==> src/rtl/game_pkg.sv <==
// Shared definitions for the runner game: scheduler states, lane count,
// LFSR taps and the screen-FSM encodings used to derive game_en.
package game_pkg;

  typedef enum logic [1:0] {
    ST_IDLE  = 2'd0,
    ST_WAIT  = 2'd1,
    ST_PICK  = 2'd2,
    ST_ISSUE = 2'd3
  } sched_state_t;

  localparam int          LANES     = 3;
  localparam logic [15:0] LFSR_TAPS = 16'hB400;
  localparam int          CNT_W     = 16;

  // Screen FSM encodings; the top level drives game_en = (scr_state == SCR_GAME)
  localparam logic [1:0] SCR_START = 2'd1;
  localparam logic [1:0] SCR_GAME  = 2'd2;
  localparam logic [1:0] SCR_DEATH = 2'd3;

  // Two random bits give 0..3; the out-of-range value folds onto lane 0
  function automatic logic [1:0] lane_of(input logic [1:0] bits);
    return (bits == 2'(LANES)) ? 2'd0 : bits;
  endfunction

endpackage

==> src/rtl/obstacle_scheduler_lfsr16.sv <==
// 16-bit Galois LFSR used as the lane random source.
module lfsr16
  import game_pkg::*;
#(
  parameter logic [15:0] SEED = 16'hACE1
) (
  input  logic        clk,
  input  logic        rst,
  input  logic        en,
  output logic [15:0] q
);

  logic [15:0] r_q;

  // Shift right, folding the taps in whenever a one falls out of bit 0
  always_ff @(posedge clk or posedge rst) begin
    if (rst) begin
      r_q <= SEED;
    end else if (en) begin
      r_q <= {1'b0, r_q[15:1]} ^ (r_q[0] ? LFSR_TAPS : 16'h0000);
    end
  end

  assign q = r_q;

endmodule

==> src/rtl/obstacle_scheduler.sv <==
// Obstacle spawn scheduler: paces launches on the frame tick, picks the
// lowest free slot and a random lane, ramps difficulty and keeps the score.
module obstacle_scheduler
  import game_pkg::*;
#(
  parameter int          SLOTS       = 4,
  parameter int          INIT_GAP    = 90,
  parameter int          MIN_GAP     = 30,
  parameter int          GAP_STEP    = 10,
  parameter int          LEVEL_TICKS = 600,
  parameter logic [15:0] LFSR_SEED   = 16'hACE1
) (
  input  logic             clk,
  input  logic             rst,
  input  logic             frame_tick,
  input  logic             game_en,
  input  logic [SLOTS-1:0] slot_free,
  input  logic             spawn_ack,
  output logic             spawn_valid,
  output logic [1:0]       spawn_slot,
  output logic [1:0]       spawn_lane,
  output logic [3:0]       level,
  output logic [15:0]      score
);

  localparam logic [CNT_W-1:0] L_ONE        = CNT_W'(1);
  localparam logic [CNT_W-1:0] L_INIT_GAP   = CNT_W'(INIT_GAP);
  localparam logic [CNT_W-1:0] L_MIN_GAP    = CNT_W'(MIN_GAP);
  localparam logic [CNT_W-1:0] L_GAP_STEP   = CNT_W'(GAP_STEP);
  localparam logic [CNT_W-1:0] L_GAP_FLOOR  = CNT_W'(MIN_GAP + GAP_STEP);
  localparam logic [CNT_W-1:0] L_LEVEL_LAST = CNT_W'(LEVEL_TICKS - 1);

  sched_state_t     r_state, w_state_nxt;
  logic [15:0]      w_lfsr;
  logic             w_unused_lfsr;
  logic [1:0]       r_slot, r_lane, w_free_idx;
  logic             w_any_free;
  logic [3:0]       r_level;
  logic [15:0]      r_score;
  logic [CNT_W-1:0] r_cur_gap, r_gap_cnt, r_level_cnt, w_cur_gap_nxt;
  logic             w_tick_run, w_level_up;

  lfsr16 #(.SEED(LFSR_SEED)) u_lfsr (
    .clk (clk),
    .rst (rst),
    .en  (game_en),
    .q   (w_lfsr)
  );

  // Upper LFSR bits only feed the sequence itself, never the lane
  assign w_unused_lfsr = ^w_lfsr[15:2];

  // Lowest-index free slot wins: scan downward so the last hit is the lowest
  always_comb begin
    w_free_idx = 2'd0;
    for (int i = SLOTS - 1; i >= 0; i--) begin
      if (slot_free[i]) w_free_idx = 2'(i);
    end
  end

  assign w_any_free = |slot_free;
  assign w_tick_run = frame_tick && (r_state != ST_IDLE);
  assign w_level_up = w_tick_run && (r_level_cnt == L_LEVEL_LAST);

  // Spawn gap after this cycle's possible level-up, clamped at the floor;
  // also used for the reload on ack so a same-cycle level-up is not lost
  always_comb begin
    w_cur_gap_nxt = r_cur_gap;
    if (w_level_up) begin
      w_cur_gap_nxt = (r_cur_gap >= L_GAP_FLOOR) ? (r_cur_gap - L_GAP_STEP) : L_MIN_GAP;
    end
  end

  // Scheduler state register
  always_ff @(posedge clk or posedge rst) begin
    if (rst) r_state <= ST_IDLE;
    else     r_state <= w_state_nxt;
  end

  // Next-state logic; leaving the game screen aborts from any state
  always_comb begin
    w_state_nxt = r_state;
    if (!game_en) begin
      w_state_nxt = ST_IDLE;
    end else begin
      case (r_state)
        ST_IDLE:  w_state_nxt = ST_WAIT;
        ST_WAIT:  if (frame_tick && (r_gap_cnt == L_ONE)) w_state_nxt = ST_PICK;
        ST_PICK:  w_state_nxt = w_any_free ? ST_ISSUE : ST_WAIT;
        ST_ISSUE: if (spawn_ack) w_state_nxt = ST_WAIT;
        default:  w_state_nxt = ST_IDLE;
      endcase
    end
  end

  // Run counters, spawn pacing and the latched slot/lane of the pending request
  always_ff @(posedge clk or posedge rst) begin
    if (rst) begin
      r_slot      <= 2'd0;
      r_lane      <= 2'd0;
      r_level     <= 4'd0;
      r_score     <= 16'd0;
      r_cur_gap   <= L_INIT_GAP;
      r_gap_cnt   <= '0;
      r_level_cnt <= '0;
    end else if (r_state == ST_IDLE) begin
      // Game start; score and level otherwise hold for the death screen
      if (game_en) begin
        r_score     <= 16'd0;
        r_level     <= 4'd0;
        r_level_cnt <= '0;
        r_cur_gap   <= L_INIT_GAP;
        r_gap_cnt   <= L_INIT_GAP;
      end
    end else begin
      if (w_tick_run) begin
        if (r_score != 16'hFFFF) r_score <= r_score + 16'd1;
        if (w_level_up) begin
          r_level_cnt <= '0;
          if (r_level != 4'hF) r_level <= r_level + 4'd1;
        end else begin
          r_level_cnt <= r_level_cnt + L_ONE;
        end
      end
      r_cur_gap <= w_cur_gap_nxt;
      if (game_en) begin
        case (r_state)
          ST_WAIT:  if (frame_tick) r_gap_cnt <= r_gap_cnt - L_ONE;
          ST_PICK: begin
            if (w_any_free) begin
              r_slot <= w_free_idx;
              r_lane <= lane_of(w_lfsr[1:0]);
            end else begin
              r_gap_cnt <= L_ONE;  // retry on the very next tick
            end
          end
          ST_ISSUE: if (spawn_ack) r_gap_cnt <= w_cur_gap_nxt;
          default: ;
        endcase
      end
    end
  end

  assign spawn_valid = (r_state == ST_ISSUE);
  assign spawn_slot  = r_slot;
  assign spawn_lane  = r_lane;
  assign level       = r_level;
  assign score       = r_score;

endmodule

==> config.mk <==
export PLATFORM = sky130hd
export DESIGN_NAME = obstacle_scheduler
export DESIGN_NICKNAME = d
export VERILOG_FILES = /design/src/rtl/game_pkg.sv /design/src/rtl/obstacle_scheduler_lfsr16.sv /design/src/rtl/obstacle_scheduler.sv
export SDC_FILE = /design/constraint.sdc
export NUM_CORES = 1
export LEC_CHECK = 0
export CORE_ASPECT_RATIO = 0.75
export CORE_MARGIN = 2
export CORE_UTILIZATION = 50
export DETAILED_ROUTE_END_ITERATION = 6
export PLACE_DENSITY = 0.69
export SLEW_MARGIN = 20
export SYNTH_ARGS = -nofsm -noshare
export SYNTH_HDL_FRONTEND = slang
export SYNTH_SLANG_ARGS = --single-unit
==> constraint.sdc <==
create_clock -name clk -period 4.3 [get_ports clk]
set_input_delay 1.29 -clock clk [delete_from_list [all_inputs] [get_ports clk]]
set_output_delay 1.29 -clock clk [all_outputs]
set_load 0.02 [all_outputs]
==> results.txt <==
outcome -> finished clean
dpl hpwl -> 8160 µm
Cells after DPL -> 692
crit-path cells -> clkdlybuf4s50_1 -> or4_4 -> a2111o_1 -> o21bai_1 -> a311o_1 -> o21a_1 -> o22a_1
Worst EP required -> 4.53 ns
initial antenna violation count -> 0
worst-case clock buffer depth -> 2
ys async rst share -> 1.00
DRC Markers -> 0
GRT met3 Usage -> 0.0593
Core ar. -> 9660 µm²
Top delay family on crit path -> compound AO/OA/AOI/OAI gates
dominant cell type by area after synthesis -> dfrtp_1
mean post-synth cell area -> 9.18 µm²
WP data arrival -> 3.66 ns
via count -> 4,145
Reg clk slew, reported paths -> 0.07 ns
Hold Vio Cnt, Final -> 0
Initial DRC Count -> 266
chip height -> 90.3 µm
RSZ-0062 raised after global routing -> no
Worst path slowest cell -> or4_4
Buf+Inv Stages, Crit Path -> 1
area of the multi-input gates -> 2560 µm²
slew margin rel. -> 0.420
H-tree Lvls -> 3
Slew Viols, Final -> 0
site row count -> 31
Port Buffer Count -> 33
largest net degree at the start of global routing -> 48
Yosys reg bits -> 90
fin cells -> 708
min-delay worst type -> reg2reg
Setup crit end kind -> flop
Setup violations, final -> 0
overall die area -> 10,800 µm²
drt pass-1 iters -> 5
Post-Route WL -> 11,500 µm
Clock Root Buffer -> clkbuf_16
clock sinks -> 90
grt met2 use -> 0.340
Setup Skew -> 0.00560 ns
Flop pwr share -> 0.474
Post-synth top flop -> dfrtp_1
n_diodes -> 0
Crit Path Max Fanout -> 7
GRT Overall Usage -> 0.229
switching power -> 0.624 mW
Leak -> 2.35 nW
Setup Fix Bufs, Post-CTS -> 0
worst setup path class -> in2reg
Area Overhead vs Synth -> 16.0%
Synth Net Count -> 560
Post-Syn Instances -> 541
GRT overflow -> 0
Routed Antenna Nets -> 0
Setup crit start kind -> input pin
post-cts gate resize count -> 0
fillers -> 858
share of layout cells above drive strength 1 -> 0.0990
post-synthesis sequential area ratio -> 0.456
Max-Cap Viols -> 0
synth unique cells -> 61
mapped cell area -> 4970 µm²
Net count, final -> 590
CTS tree -> yes
clock network power share -> 0.364
first-pass GRT wire length -> 19,800 µm
vias in the first global route -> 4,126
met1 usage -> 0.331
slew at the pin with the worst max-slew slack -> 0.867 ns
register area -> 2270 µm²
share of the synthesized area in the top cell type -> 0.393
P_int -> 1.61 mW
final setup TNS -> 0 ns
max incr delay on CP -> 0.57 ns
I/O pin total -> 34
Die X -> 119 µm
final worst path period share -> 0.798
Avg WL per Cell -> 16.2 µm
CTS Buf Count -> 9
synth top area cells -> dfrtp_1 39%, dfstp_2 6.3%, o21ai_0 5.9%
GPL Wtd Cong -> 0.903
Max VDD drop -> 0.312 mV
PwrDens -> 387 nW/µm²
Initial Utilization -> 0.514
GR peak layer -> met2
fin crit period -> 3.43 ns
hold-fix buffers at CTS -> 0
Max Fclk -> 291 MHz
Worst-Skew Late Latency -> 0.35 ns
Yosys warning count -> 0
Post-synth EDFFs -> 0
Logic pwr share -> 0.162
via/cell ratio -> 5.85
Sw Ratio -> 0.279
worst register-to-register path, stage by stage (launching register included):
cell and delay [ns]:
dfrtp_1 0.42, inv_1 0.09, ha_1 0.58, inv_1 0.33, o21ai_0 0.16, and3_1 0.56, o21ai_0 0.19, a221o_1 0.38
power by group through the flow:
stage | sequential [mW] | clock (mW) | combinational, mW
finish | 1.06 | 0.813 | 0.361
global route | 1.07 | 0.865 | 0.407
global placement | 1.07 | 0 | 0.351
CTS | 1.06 | 0.829 | 0.363
floorplan | 1.06 | 0 | 0.262
detailed placement | 1.07 | 0 | 0.360
final timing paths:
kind | from | to | slack (ns) | cells after the start
worst max-delay path | slot_free[0] | r_gap_cnt[6] | 0.87 | 7
worst min-delay path | spawn_lane[0] | spawn_lane[0] | 0.48 | 2
worst max register to register | r_state[1] | r_gap_cnt[10] | 1.49 | 7
worst min register to register | spawn_lane[0] | spawn_lane[0] | 0.48 | 2
max in group asynchronous | rst | u_lfsr.q[10] | 2.12 | 3
min in group asynchronous | rst | spawn_lane[1] | 1.41 | 2
cells in the final DEF, fill, tap and decap left out, types with 3 or more instances in the layout:
master           instances
o21ai_0                 59
nand2b_1                 5
a22o_1                   4
mux2_2                  15
o221ai_1                 3
xnor2_1                 10
clkbuf_16                9
nor4_1                   6
a21oi_1                 29
a21o_1                   3
o21ai_1                  4
o211ai_1                 4
nor4b_1                  3
inv_1                   15
or3_1                    6
buf_4                    7
clkdlybuf4s50_1         33
mux2i_1                  5
nor2b_1                  9
nand4_1                 13
ha_1                    10
nand3_1                 22
a211oi_1                 4
nor3_1                  11
nand2_1                 54
nor2_1                  48
xor2_1                  18
o31ai_1                  5
and3_1                   9
dfstp_2                 12
and2_1                   7
and4_1                   6
dfrtp_1                 78
flip-flops by register name, indices dropped and copies added (netlist names):
register and count:
r_cur_gap 16, r_gap_cnt 16, r_level_cnt 16, score 16, u_lfsr.q 16, level 4, r_state 2, spawn_lane 2
spawn_slot 2
cell type report:
cell class                      count  share of cell area
Clock buffer                        9              0.0391
Clock inverter                      7              0.0145
Inverter                           16              0.0106
Multi-Input combinational cell    413               0.444
Sequential cell                    90               0.393
Tap cell                          132              0.0287
Timing Repair Buffer               41              0.0699
synth_stat cells, drive strengths merged, types with 12 or more instances:
cell type,number
mux2,15
nand4,13
xor2,18
clkbuf,19
dfrtp,78
a21oi,29
nand3,22
dfstp,12
nand2,54
inv,16
o21ai,63
nor2,48
through the flow:
stage | hold slack [ns] | power (mW) | setup slack [ns] | utilization | instance area [µm²]
6_report | 0.480 | 2.23 | 0.869 | 0.597 | 5760
3_5_place_dp | 0.470 | 1.43 | 0.529 | 0.565 | 5450
3_3_place_gp | 0.469 | 1.42 | 0.560 | 0.565 | 5450
2_1_floorplan | 0.448 | 1.32 | 0.695 | - | 4970
4_1_cts | 0.486 | 2.25 | 0.880 | 0.597 | 5760
5_1_grt | 0.508 | 2.35 | 0.791 | 0.597 | 5760
kinds of logic after synthesis:
logic type	share of synthesized area
fa+ha+maj	0.0252
flops	0.456
mux	0.0441
xor+xnor	0.0494
buf+inv	0.0290
simple gates	0.226
compound gates	0.170
per-layer routing:
| layer | wire length [µm] | vias up | part of all wire |
|---|---|---|---|
| met5 | 0 | - | 0 |
| li1 | - | 2012 | - |
| met2 | 5030 | 105 | 0.44 |
| met1 | 5640 | 2011 | 0.49 |
| met4 | 199 | 0 | 0.017 |
| met3 | 618 | 17 | 0.054 |
Power figures use the tool's default switching activity.
